File: config.mk
export PLATFORM = sky130hd
export DESIGN_NAME = div_iter
export DESIGN_NICKNAME = d
export VERILOG_FILES = /design/src/rtl/div_iter_pkg.sv /design/src/rtl/div_iter.sv
export SDC_FILE = /design/constraint.sdc
export NUM_CORES = 1
export LEC_CHECK = 0
export ABC_CLOCK_PERIOD_IN_PS = 9800
export CORE_MARGIN = 1
export CORE_UTILIZATION = 25
export CTS_BUF_LIST = sky130_fd_sc_hd__clkbuf_4
export DETAILED_ROUTE_END_ITERATION = 8
export PLACE_DENSITY = 0.4
export SYNTH_ARGS = -nofsm -noshare
export SYNTH_HDL_FRONTEND = slang
export SYNTH_SLANG_ARGS = --single-unit
export TNS_END_PERCENT = 30
File: constraint.sdc
create_clock -name clk -period 9.8 [get_ports clk]
set_clock_uncertainty 0.2 [all_clocks]
set_input_delay 1.47 -clock clk [delete_from_list [all_inputs] [get_ports clk]]
set_output_delay 1.47 -clock clk [all_outputs]
set_load 0.02 [all_outputs]
File: src/rtl/div_iter_pkg.sv
// div_iter_pkg: shared state enum, default operand width and divide-by-zero quotient
package div_iter_pkg;
  localparam int DIV_W = 32;
  localparam logic [31:0] DIV_ZERO_Q = 32'hFFFF_FFFF;
  typedef enum logic [1:0] {IDLE, BUSY, DONE} div_state_e;
endpackage

File: src/rtl/div_iter.sv
// div_iter: iterative restoring divider, signed/unsigned, one quotient bit per cycle, cancelable
module div_iter
  import div_iter_pkg::div_state_e, div_iter_pkg::IDLE, div_iter_pkg::BUSY, div_iter_pkg::DONE, div_iter_pkg::DIV_ZERO_Q;
#(
  parameter int DIV_W = div_iter_pkg::DIV_W
) (
  input  logic               clk,
  input  logic               resetn,
  input  logic               div_signed,
  input  logic               cancel,
  input  logic               s_axis_divisor_tvalid,
  output logic               s_axis_divisor_tready,
  input  logic [DIV_W-1:0]   s_axis_divisor_tdata,
  input  logic               s_axis_dividend_tvalid,
  output logic               s_axis_dividend_tready,
  input  logic [DIV_W-1:0]   s_axis_dividend_tdata,
  output logic               m_axis_dout_tvalid,
  output logic [2*DIV_W-1:0] m_axis_dout_tdata
);
  localparam int CNT_W = $clog2(DIV_W);
  localparam logic [DIV_W-1:0] ZERO_Q = DIV_W'($signed(DIV_ZERO_Q));
  function automatic logic [DIV_W-1:0] mag(input logic [DIV_W-1:0] x, input logic s);
    return (s && x[DIV_W-1]) ? -x : x;
  endfunction
  div_state_e state_q, state_d;
  logic [CNT_W-1:0] cnt_q, cnt_d;
  logic [DIV_W-1:0] rem_q, rem_d, quo_q, quo_d, dvs_q, dvs_d;
  logic qneg_q, qneg_d, rneg_q, rneg_d;
  logic [2*DIV_W-1:0] dout_q, dout_d;
  logic [DIV_W:0] rem_sh, sub;
  logic ge, accept, last;
  logic [DIV_W-1:0] rem_nx, quo_nx;
  assign rem_sh = {rem_q, quo_q[DIV_W-1]};
  assign sub = rem_sh - {1'b0, dvs_q};
  assign ge = rem_sh >= {1'b0, dvs_q};
  assign rem_nx = ge ? DIV_W'(sub) : DIV_W'(rem_sh);
  assign quo_nx = {quo_q[DIV_W-2:0], ge};
  assign accept = s_axis_dividend_tvalid && s_axis_divisor_tvalid && !cancel;
  assign last = cnt_q == CNT_W'(DIV_W - 1);
  always_comb begin
    state_d = state_q;
    cnt_d = cnt_q;
    rem_d = rem_q;
    quo_d = quo_q;
    dvs_d = dvs_q;
    qneg_d = qneg_q;
    rneg_d = rneg_q;
    dout_d = dout_q;
    if (state_q == IDLE) begin
      if (accept) begin
        state_d = BUSY;
        cnt_d = '0;
        rem_d = '0;
        quo_d = mag(s_axis_dividend_tdata, div_signed);
        dvs_d = mag(s_axis_divisor_tdata, div_signed);
        qneg_d = div_signed && (s_axis_dividend_tdata[DIV_W-1] ^ s_axis_divisor_tdata[DIV_W-1]);
        rneg_d = div_signed && s_axis_dividend_tdata[DIV_W-1];
      end
    end else if (state_q == BUSY) begin
      if (cancel) begin
        state_d = IDLE;
      end else begin
        rem_d = rem_nx;
        quo_d = quo_nx;
        cnt_d = cnt_q + CNT_W'(1);
        if (last) begin
          state_d = DONE;
          dout_d = {(dvs_q == '0) ? ZERO_Q : (qneg_q ? -quo_nx : quo_nx), rneg_q ? -rem_nx : rem_nx};
        end
      end
    end else begin
      state_d = IDLE;
    end
  end
  always_ff @(posedge clk or negedge resetn) begin
    if (!resetn) begin
      state_q <= IDLE;
      cnt_q <= '0;
      rem_q <= '0;
      quo_q <= '0;
      dvs_q <= '0;
      qneg_q <= 1'b0;
      rneg_q <= 1'b0;
      dout_q <= '0;
    end else begin
      state_q <= state_d;
      cnt_q <= cnt_d;
      rem_q <= rem_d;
      quo_q <= quo_d;
      dvs_q <= dvs_d;
      qneg_q <= qneg_d;
      rneg_q <= rneg_d;
      dout_q <= dout_d;
    end
  end
  assign s_axis_divisor_tready = state_q == IDLE;
  assign s_axis_dividend_tready = state_q == IDLE;
  assign m_axis_dout_tvalid = state_q == DONE;
  assign m_axis_dout_tdata = dout_q;
endmodule

==> results of run 1 <==
==> cell families after synthesis <==
kind of cell    Yosys count  synth area share, %
xor+xnor                121                 8.78
fa+ha+maj                39                 4.10
simple gates            557                 22.1
buf+inv                 140                 4.55
mux                      26                 2.20
compound gates          465                 23.3
flops                   169                 35.0
==> cell type report <==
cell class                 instances  area (um^2)
antenna                            2         5.00
timing repair buffer             152         1480
tap                              615          769
clock inverter                    11          148
inverter                          56          210
sequential                       169         4230
fill                            5122        33400
clock buffer                      18          135
multi-input combinational       1208         7310
==> per-stage QoR <==
step | instance area (um^2) | hold slack, ns | setup WS (ns) | power [mW] | cells
after floorplan | 12100 | 0.267 | 4.93 | 2.85 | 1517
after global placement | 14000 | 0.269 | 4.51 | 3.70 | 2200
after detailed placement | 14000 | 0.274 | 4.29 | 3.69 | 2200
after CTS | 14300 | 0.305 | 4.24 | 4.18 | 2229
after global routing | 14300 | 0.331 | 3.86 | 4.48 | 2231
final | 14300 | 0.295 | 4.19 | 4.15 | 2231
==> layout by cell type (no fill, tap or decap), types with 6 or more instances in the layout <==
cell type          n
ha_1              38
dfrtp_1          169
a31oi_1           13
o21ai_0          171
nand4_1           19
o31ai_1           28
nand2_1          218
xnor2_1           60
a211oi_1           8
clkbuf_4          18
o21ai_1           14
or3_1             25
a21o_1            11
a21oi_1          135
nor4_1            31
or2_2              6
nor3_1            36
and3_1             8
o41ai_1            6
or4_1             10
clkdlybuf4s50_1  135
xor2_1            61
inv_1             55
and2_1             7
o211ai_1          13
nand3_1           21
mux2i_1           22
nor2_1           129
buf_4             16
o21a_1             6
nand2b_1          12
a22o_1             8
==> where the power goes <==
group | internal (mW) | switching [mW] | total [mW] | leakage, nW
Sequential | 0.814 | 0.180 | 0.994 | 2.25
Combinational | 0.924 | 1.76 | 2.69 | 3.46
Clock | 0.177 | 0.288 | 0.465 | 0.146
==> critical path: stages, from the launching register on <==
cell      delay, ns
dfrtp_1        0.45
ha_1           0.55
a21oi_1        0.17
o21ai_0        0.50
a211oi_1       0.17
o211ai_1       0.86
or2_2          0.28
inv_1          0.07
mux2i_1        0.25
ha_1           0.27
nand2b_1       0.09
or2_2          0.28
mux2i_1        0.36
o221ai_2       0.29
nor4_2         0.40
mux2i_1        0.23
nand4_1        0.10
==> worst paths after layout <==
check,startpoint,end,slack [ns]
max,rem_q[17]$_DFFE_PN0P_,m_axis_dout_tdata[30]$_DFFE_PN0P_,4.19
min,m_axis_dout_tdata[17]$_DFFE_PN0P_,m_axis_dout_tdata[17]$_DFFE_PN0P_,0.30
max reg2reg,rem_q[17]$_DFFE_PN0P_,m_axis_dout_tdata[30]$_DFFE_PN0P_,4.19
min reg2reg,m_axis_dout_tdata[17]$_DFFE_PN0P_,m_axis_dout_tdata[17]$_DFFE_PN0P_,0.30
max in group asynchronous,resetn,dvs_q[18]$_DFFE_PN0P_,6.80
min in group asynchronous,resetn,dvs_q[10]$_DFFE_PN0P_,0.54
==> registers in the layout (all words and copies together), names as in the netlist <==
| signal | count |
|---|---|
| rneg_q | 1 |
| m_axis_dout_tdata | 64 |
| qneg_q | 1 |
| rem_q | 32 |
| state_q | 2 |
| quo_q | 32 |
| cnt_q | 5 |
| dvs_q | 32 |
==> per-layer routing <==
metal  share of wire [%]  vias up
li1                    -     5596
met1                  47     5407
met2                  49      214
met3                 2.7       36
met4                 1.8        0
met5                   0        -
==> flow_metrics.env, run 1 <==
export IMPL_grt_pass1_wl_mm=67.1
export IMPL_die_height_um=222
export IMPL_via_per_inst=5.04
export IMPL_die_w_um=222
export IMPL_antenna_found_initial=2
export IMPL_use_met3_pct=2.46
export IMPL_grt_ovfl_total=0
export IMPL_cts_tree="yes"
export IMPL_endpoint_kind="flop"
export IMPL_routedWlPerCell_um=19.3
export IMPL_ir_worst_vdd_uv=129
export IMPL_status="finished clean"
export IMPL_clock_path_buffers=2
export IMPL_syn_avg_cell_area_um2=7.96
export IMPL_setup_viol=0
export IMPL_syn_area_um2=12100
export IMPL_port_buffers=136
export IMPL_vias=11253
export IMPL_cts_hold_buf=0
export IMPL_coreArea_um2=47600
export IMPL_area_delta_synth_final_pct=18.3
export IMPL_hold_depth=2
export IMPL_numCtsBuffers=17
export IMPL_tns_ns=0
export IMPL_period_needed_ns=5.61
export IMPL_cts_resized=0
export IMPL_clk_pin_slew_worst_paths_ns=0.17
export IMPL_holdCritPathClass="flop to flop"
export IMPL_grt_pass1_vias=11097
export IMPL_rsz0062_at_grt="false"
export IMPL_top_usage_layer="met2"
export IMPL_wl_mm=43.2
export IMPL_rows=80
export IMPL_globalRouteMet2Util_pct=30.3
export IMPL_drtPass1Iterations=5
export IMPL_worstPathArrival_ns=5.95
export IMPL_relSlewSlack_pct=27.4
export IMPL_synth_fp_nets=1626
export IMPL_drive_above_1_share_pct=4.89
export IMPL_die_area_um2=49200
export IMPL_r2r_cells=16
export IMPL_yosys_area_top_type_share_pct=35.0
export IMPL_place_congestion=0.852
export IMPL_synth_edf_count=0
export IMPL_yosys_warnings=0
export IMPL_yosysUniqueCellTypes=84
export IMPL_syn_inst=1517
export IMPL_path_class="flop to flop"
export IMPL_yosysTopAreaCell="dfrtp_1"
export IMPL_startpoint_type="flop"
export IMPL_hold_viol=0
export IMPL_critPathMaxFanout=12
export IMPL_fin_nets=1713
export IMPL_powerDensity_nw_per_um2=290
export IMPL_cts_num_sinks=169
export IMPL_drtIter0Drc=655
export IMPL_synthFlopType="dfrtp_1"
export IMPL_dp_hpwl_mm=33.0
export IMPL_route_detailed_drc=0
export IMPL_drv_cap=0
export IMPL_finalMaxSlewViolations=0
export IMPL_start_util_pct=25.3
export IMPL_gr_usage_met1_pct=23.2
export IMPL_synth_seq_cells=169
export IMPL_clock_latency_ns=0.64
export IMPL_crit_required_ns=10.14
export IMPL_synth_area_leaders="dfrtp_1 35%, o21ai_0 7.1%, nand2_1 6.8%"
export IMPL_ios=137
export IMPL_ys_seq_area_share_pct=35.0
export IMPL_fmax_ghz=0.178
export IMPL_cts_root_buf="clkbuf_4"
export IMPL_utilization_pct=30.0
export IMPL_h_tree_depth=4
export IMPL_fin_crit_sh_pct=57.2
export IMPL_cts_setup_buffers=0
export IMPL_max_slew_worst_pin_slew_ns=1.08
export IMPL_p_leak_nw=5.86
export IMPL_grt_start_max_net_pins=85
export IMPL_grtUsageTotal_pct=17.7
export IMPL_synthTopCellsByCount="219 x nand2_1, 171 x o21ai_0, 169 x dfrtp_1, 135 x a21oi_1, 130 x nor2_1"
export IMPL_postSynth_asyncResetShare_pct=100
export IMPL_synth_most_common_cell="nand2_1"
export IMPL_ant_nets=0
Power figures use the tool's default switching activity.
==> run 2, diff against run 1 <==
- ABC_CLOCK_PERIOD_IN_PS: 9800 -> 5800
- clock period: 9.8 -> 5.8 ns (I/O delays scaled with it)
==> flow_metrics.env, run 2 (same netlist as run 1, synthesis figures left out) <==
export IMPL_fin_nets=1724
export IMPL_final_area_um2=14400
export IMPL_crit_end="m_axis_dout_tdata[30]$_DFFE_PN0P_"
export IMPL_max_slew_worst_pin_slew_ns=1.10
export IMPL_cts_num_sinks=169
export IMPL_grt_pass1_wl_mm=67.2
export IMPL_ant_nets=0
export IMPL_r2r_cells=16
export IMPL_drive_above_1_share_pct=5.59
export IMPL_p_leak_nw=5.91
export IMPL_layout_commonest_cell="nand2_1"
export IMPL_setup_viol=0
export IMPL_vias=11398
export IMPL_critPathMaxFanout=12
export IMPL_startpoint_type="flop"
export IMPL_route_detailed_drc=0
export IMPL_drtIter0Drc=742
export IMPL_finalMaxSlewViolations=0
export IMPL_worstReg2RegStart="rem_q[17]$_DFFE_PN0P_"
export IMPL_grt_start_max_net_pins=66
export IMPL_port_buffers=136
export IMPL_slowest_stage="ha_1"
export IMPL_cts_root_buf="clkbuf_4"
export IMPL_p_seq_share_pct=23.4
export IMPL_grtUsageTotal_pct=17.9
export IMPL_status="finished clean"
export IMPL_drtPass1Iterations=5
export IMPL_clock_path_buffers=2
export IMPL_endpoint_kind="flop"
export IMPL_die_w_um=222
export IMPL_clkPwrFrac_pct=10.4
export IMPL_powerDensity_nw_per_um2=491
export IMPL_die_height_um=222
export IMPL_area_delta_synth_final_pct=18.9
export IMPL_numCtsBuffers=17
export IMPL_dp_hpwl_mm=33.9
export IMPL_relSlewSlack_pct=26.5
export IMPL_period_needed_ns=5.07
export IMPL_drv_cap=0
export IMPL_rows=80
export IMPL_cts_tree="yes"
export IMPL_path_class="flop to flop"
export IMPL_layout_common_cells="218 x nand2_1, 171 x o21ai_0, 169 x dfrtp_1"
export IMPL_wl_mm=43.7
export IMPL_fmax_ghz=0.197
export IMPL_clk_pin_slew_worst_paths_ns=0.17
export IMPL_cpMostUsedCell="mux2i_1"
export IMPL_place_congestion=0.921
export IMPL_worstPathCellList="ha_1, nand4_1, nor3_1, nand3_1, a31oi_4, or2_2, inv_1, mux2i_1, ha_1, nand2b_1, or2_2, mux2i_1, o221ai_2, nor4_2, mux2i_1, nand4_1"
export IMPL_holdCritPathClass="flop to flop"
export IMPL_clock_latency_ns=0.69
export IMPL_postPlaceCellArea_um2=14100
export IMPL_h_tree_depth=4
export IMPL_ir_worst_vdd_uv=264
export IMPL_fin_crit_sh_pct=87.4
export IMPL_crit_required_ns=6.18
export IMPL_largest_reg_flops=64
export IMPL_max_stage_delay_ns=0.54
export IMPL_swShare_pct=54.5
export IMPL_coreArea_um2=47600
export IMPL_start_util_pct=25.3
export IMPL_die_area_um2=49200
export IMPL_r2r_end="m_axis_dout_tdata[30]$_DFFE_PN0P_"
export IMPL_internal_power_mw=3.21
export IMPL_rsz0062_at_grt="false"
export IMPL_worstPathArrival_ns=5.45
export IMPL_ff2ff_setup_slack_ns=0.73
export IMPL_grt_ovfl_total=0
export IMPL_p_sw_mw=3.84
export IMPL_hold_viol=0
export IMPL_ios=137
export IMPL_antenna_found_initial=1
export IMPL_timing_hold_ws_ns=0.301
export IMPL_crit_start="rem_q[17]$_DFFE_PN0P_"
export IMPL_comb_power_share_pct=66.3
export IMPL_tns_ns=0
export IMPL_routedWlPerCell_um=19.4
export IMPL_via_per_inst=5.08
export IMPL_grt_pass1_vias=11079
==> run 2: power groups by stage <==
stage	Clock, mW	Combinational, mW	Sequential, mW
after floorplan	0	3.26	1.55
after global placement	0	4.70	1.67
after detailed placement	0	4.67	1.67
after CTS	0.769	4.69	1.65
after global routing	0.814	5.13	1.69
final	0.730	4.67	1.65
==> run 2: area by class of cell <==
| class | count | area [um^2] |
|---|---|---|
| clock inverters | 15 | 141 |
| well taps | 615 | 769 |
| multi-input cells | 1208 | 7310 |
| flip-flops and latches | 169 | 4230 |
| fillers | 5154 | 33300 |
| inverters | 56 | 210 |
| repair buffers | 163 | 1570 |
| diodes | 2 | 5.00 |
| clock buffers | 17 | 128 |
==> run 2: routing by layer <==
layer	share of wire [%]	track usage, %	vias up
met1	46	22.9	5528
li1	-	-	5614
met3	3.5	3.27	43
met5	0	0	-
met4	1.8	5.00	0
met2	49	30.7	213
==> run 2: metrics by stage <==
stage          util, %  cells  setup WS, ns  total power [mW]
2_1_floorplan        -   1517         0.931              4.81
3_3_place_gp      29.5   2210         0.855              6.37
3_5_place_dp      29.5   2210         0.762              6.35
4_1_cts           30.1   2243         0.687              7.11
5_1_grt           30.1   2244         0.274              7.63
6_report          30.1   2245         0.731              7.05
==> run 2: worst max-delay path: cells and delay by family (launching register included) <==
kind	cells	cell delay, ns
simple gates	8	1.88
mux	3	0.83
fa+ha+maj	2	0.80
compound gates	2	0.67
flops	1	0.49
buf+inv	1	0.10
==> run 2: worst min-delay path by stage <==
stage	startpoint	endpoint	slack (ns)	cells past startpoint
after CTS	m_axis_dout_tdata[7]$_DFFE_PN0P_	m_axis_dout_tdata[7]$_DFFE_PN0P_	0.31	2
after detailed placement	m_axis_dout_tdata[7]$_DFFE_PN0P_	m_axis_dout_tdata[7]$_DFFE_PN0P_	0.28	2
final	m_axis_dout_tdata[10]$_DFFE_PN0P_	m_axis_dout_tdata[10]$_DFFE_PN0P_	0.30	2
after floorplan	cnt_q[0]$_DFFE_PN0P_	cnt_q[0]$_DFFE_PN0P_	0.27	1
after global routing	m_axis_dout_tdata[7]$_DFFE_PN0P_	m_axis_dout_tdata[7]$_DFFE_PN0P_	0.33	2
after global placement	m_axis_dout_tdata[13]$_DFFE_PN0P_	m_axis_dout_tdata[13]$_DFFE_PN0P_	0.27	2
==> run 2: what timing repair did <==
action,in CTS,in global routing
hold endpoints to repair,47,0
buffers inserted,0,0
endpoints found under the setup margin,0,0
resized for setup,0,0
hold buffers,1,0
==> run 3, diff against run 2 <==
- CORE_ASPECT_RATIO: not set -> 0.9
==> flow_metrics.env, run 3 (same netlist as run 1, synthesis figures left out) <==
export IMPL_numCtsBuffers=17
export IMPL_hold_end="m_axis_dout_tdata[15]$_DFFE_PN0P_"
export IMPL_die_height_um=211
export IMPL_grt_pass1_wl_mm=66.7
export IMPL_cts_resized=0
export IMPL_regArea_um2=4230
export IMPL_p_leak_nw=5.89
export IMPL_setup_viol=0
export IMPL_clkPwrFrac_pct=9.9
export IMPL_grt_pass1_vias=10606
export IMPL_die_area_um2=49200
export IMPL_fmax_ghz=0.193
export IMPL_drv_cap=0
export IMPL_largest_reg_flops=64
export IMPL_r2r_end="m_axis_dout_tdata[30]$_DFFE_PN0P_"
export IMPL_worstReg2RegStart="rem_q[17]$_DFFE_PN0P_"
export IMPL_max_slew_worst_pin_slew_ns=1.06
export IMPL_fin_nets=1719
export IMPL_hold_depth=2
export IMPL_clock_latency_ns=0.67
export IMPL_crit_required_ns=6.17
export IMPL_p_sw_mw=3.87
export IMPL_drtPass1Iterations=8
export IMPL_status="complete, but fails checks"
export IMPL_place_congestion=0.876
export IMPL_powerDensity_nw_per_um2=493
export IMPL_cts_num_sinks=169
export IMPL_cts_root_buf="clkbuf_4"
export IMPL_port_buffers=136
export IMPL_swShare_pct=54.8
export IMPL_routedWlPerCell_um=19.4
export IMPL_cts_hold_buf=1
export IMPL_rows=76
export IMPL_critPathMaxFanout=27
export IMPL_ant_nets=0
export IMPL_dp_hpwl_mm=33.9
export IMPL_drive_above_1_share_pct=5.36
export IMPL_antenna_found_initial=2
export IMPL_grtUsageTotal_pct=17.8
export IMPL_layout_common_cells="218 x nand2_1, 171 x o21ai_0, 169 x dfrtp_1"
export IMPL_period_needed_ns=5.18
export IMPL_route_detailed_drc=14
export IMPL_comb_power_share_pct=66.0
export IMPL_finalMaxSlewViolations=0
export IMPL_timing_final_ws_setup_ns=0.616
export IMPL_fin_cells=2249
export IMPL_start_util_pct=25.3
export IMPL_hold_viol=0
export IMPL_drtIter0Drc=919
export IMPL_dp_slack_ns=0.569
export IMPL_coreArea_um2=47700
export IMPL_area_delta_synth_final_pct=18.7
export IMPL_fin_crit_sh_pct=89.4
export IMPL_ff2ff_setup_slack_ns=0.62
export IMPL_path_class="flop to flop"
export IMPL_internal_power_mw=3.19
export IMPL_dp_cells=2214
export IMPL_grt_ovfl_total=0
export IMPL_h_tree_depth=4
export IMPL_ios=137
export IMPL_rsz0062_at_grt="false"
export IMPL_clock_path_buffers=2
export IMPL_wl_mm=43.6
export IMPL_die_w_um=234
export IMPL_holdCritPathClass="flop to flop"
export IMPL_tns_ns=0
export IMPL_cts_tree="yes"
export IMPL_vias=11333
export IMPL_r2r_cells=17
export IMPL_cts_setup_buffers=0
export IMPL_via_per_inst=5.04
export IMPL_p_seq_share_pct=24.2
export IMPL_startpoint_type="flop"
export IMPL_hold_start="m_axis_dout_tdata[15]$_DFFE_PN0P_"
export IMPL_relSlewSlack_pct=28.9
export IMPL_grt_start_max_net_pins=143
export IMPL_layout_commonest_cell="nand2_1"
export IMPL_multi_input_area_um2=7310
export IMPL_violations="DRC"
export IMPL_nFillCells=5159
export IMPL_clk_pin_slew_worst_paths_ns=0.17
export IMPL_ir_worst_vdd_uv=265
export IMPL_endpoint_kind="flop"
export IMPL_worstPathArrival_ns=5.56
[run 3: cell count changes in the layout (fill, tap and decap cells not counted), moves of 2 or more]
cell,previous run,this run
clkinv_2,1,3
inv_8,4,1
inv_6,2,4
buf_4,26,20
[run 3: area by class of cell]
cell class | instances | area share, %
multi-input combinational | 1208 | 51.0
sequential | 169 | 29.5
timing repair buffer | 158 | 10.8
tap | 624 | 5.45
inverter | 56 | 1.47
clock buffer | 18 | 0.943
clock inverter | 14 | 0.855
antenna | 2 | 0.0349
[run 3: how the worst max path moves through the flow]
| stage | slack [ns] | depth (start not counted) | start | end |
|---|---|---|---|---|
| 5_1_grt | 0.17 | 17 | rem_q[17]$_DFFE_PN0P_ | m_axis_dout_tdata[30]$_DFFE_PN0P_ |
| 3_5_place_dp | 0.57 | 17 | rem_q[17]$_DFFE_PN0P_ | m_axis_dout_tdata[30]$_DFFE_PN0P_ |
| 4_1_cts | 0.58 | 17 | rem_q[17]$_DFFE_PN0P_ | m_axis_dout_tdata[30]$_DFFE_PN0P_ |
| 3_3_place_gp | 0.82 | 17 | rem_q[17]$_DFFE_PN0P_ | m_axis_dout_tdata[30]$_DFFE_PN0P_ |
| 2_1_floorplan | 0.93 | 21 | rem_q[9]$_DFFE_PN0P_ | m_axis_dout_tdata[30]$_DFFE_PN0P_ |
| 6_report | 0.62 | 17 | rem_q[17]$_DFFE_PN0P_ | m_axis_dout_tdata[30]$_DFFE_PN0P_ |
[run 3: layer usage]
metal | GRT usage, % | routed length (um) | vias to the layer above
met5 | 0 | 13 | -
met4 | 4.23 | 476 | 2
met3 | 2.45 | 1980 | 25
met2 | 23.8 | 17200 | 262
met1 | 29.1 | 24000 | 5442
li1 | - | - | 5602
[run 3: through the flow]
step	util, %	cell area, um^2	power (mW)	hold WS [ns]
after floorplan	-	12100	4.81	0.267
after global placement	29.5	14100	6.34	0.266
after detailed placement	29.5	14100	6.32	0.271
after CTS	30.0	14300	7.05	0.305
after global routing	30.0	14300	7.61	0.324
final	30.0	14300	7.06	0.294
[run 3: power by group through the flow]
stage / sequential, mW / clock [mW] / combinational, mW
CTS: 1.70 / 0.736 / 4.61
detailed placement: 1.73 / 0 / 4.60
finish: 1.71 / 0.696 / 4.66
global route: 1.74 / 0.763 / 5.10
floorplan: 1.55 / 0 / 3.26
global placement: 1.72 / 0 / 4.62
[run 3: critical path, stage by stage (launching register included)]
cell      delay [ns]
dfrtp_1         0.45
ha_1            0.47
a21oi_1         0.30
o21ai_0         0.23
a211oi_1        0.31
o211ai_1        0.13
buf_4           0.20
or2_1           0.27
buf_4           0.25
o21ai_0         0.39
ha_1            0.27
nand2b_1        0.07
or2_2           0.26
mux2i_1         0.32
o221ai_2        0.27
nor4_2          0.38
mux2i_1         0.22
nand4_1         0.09
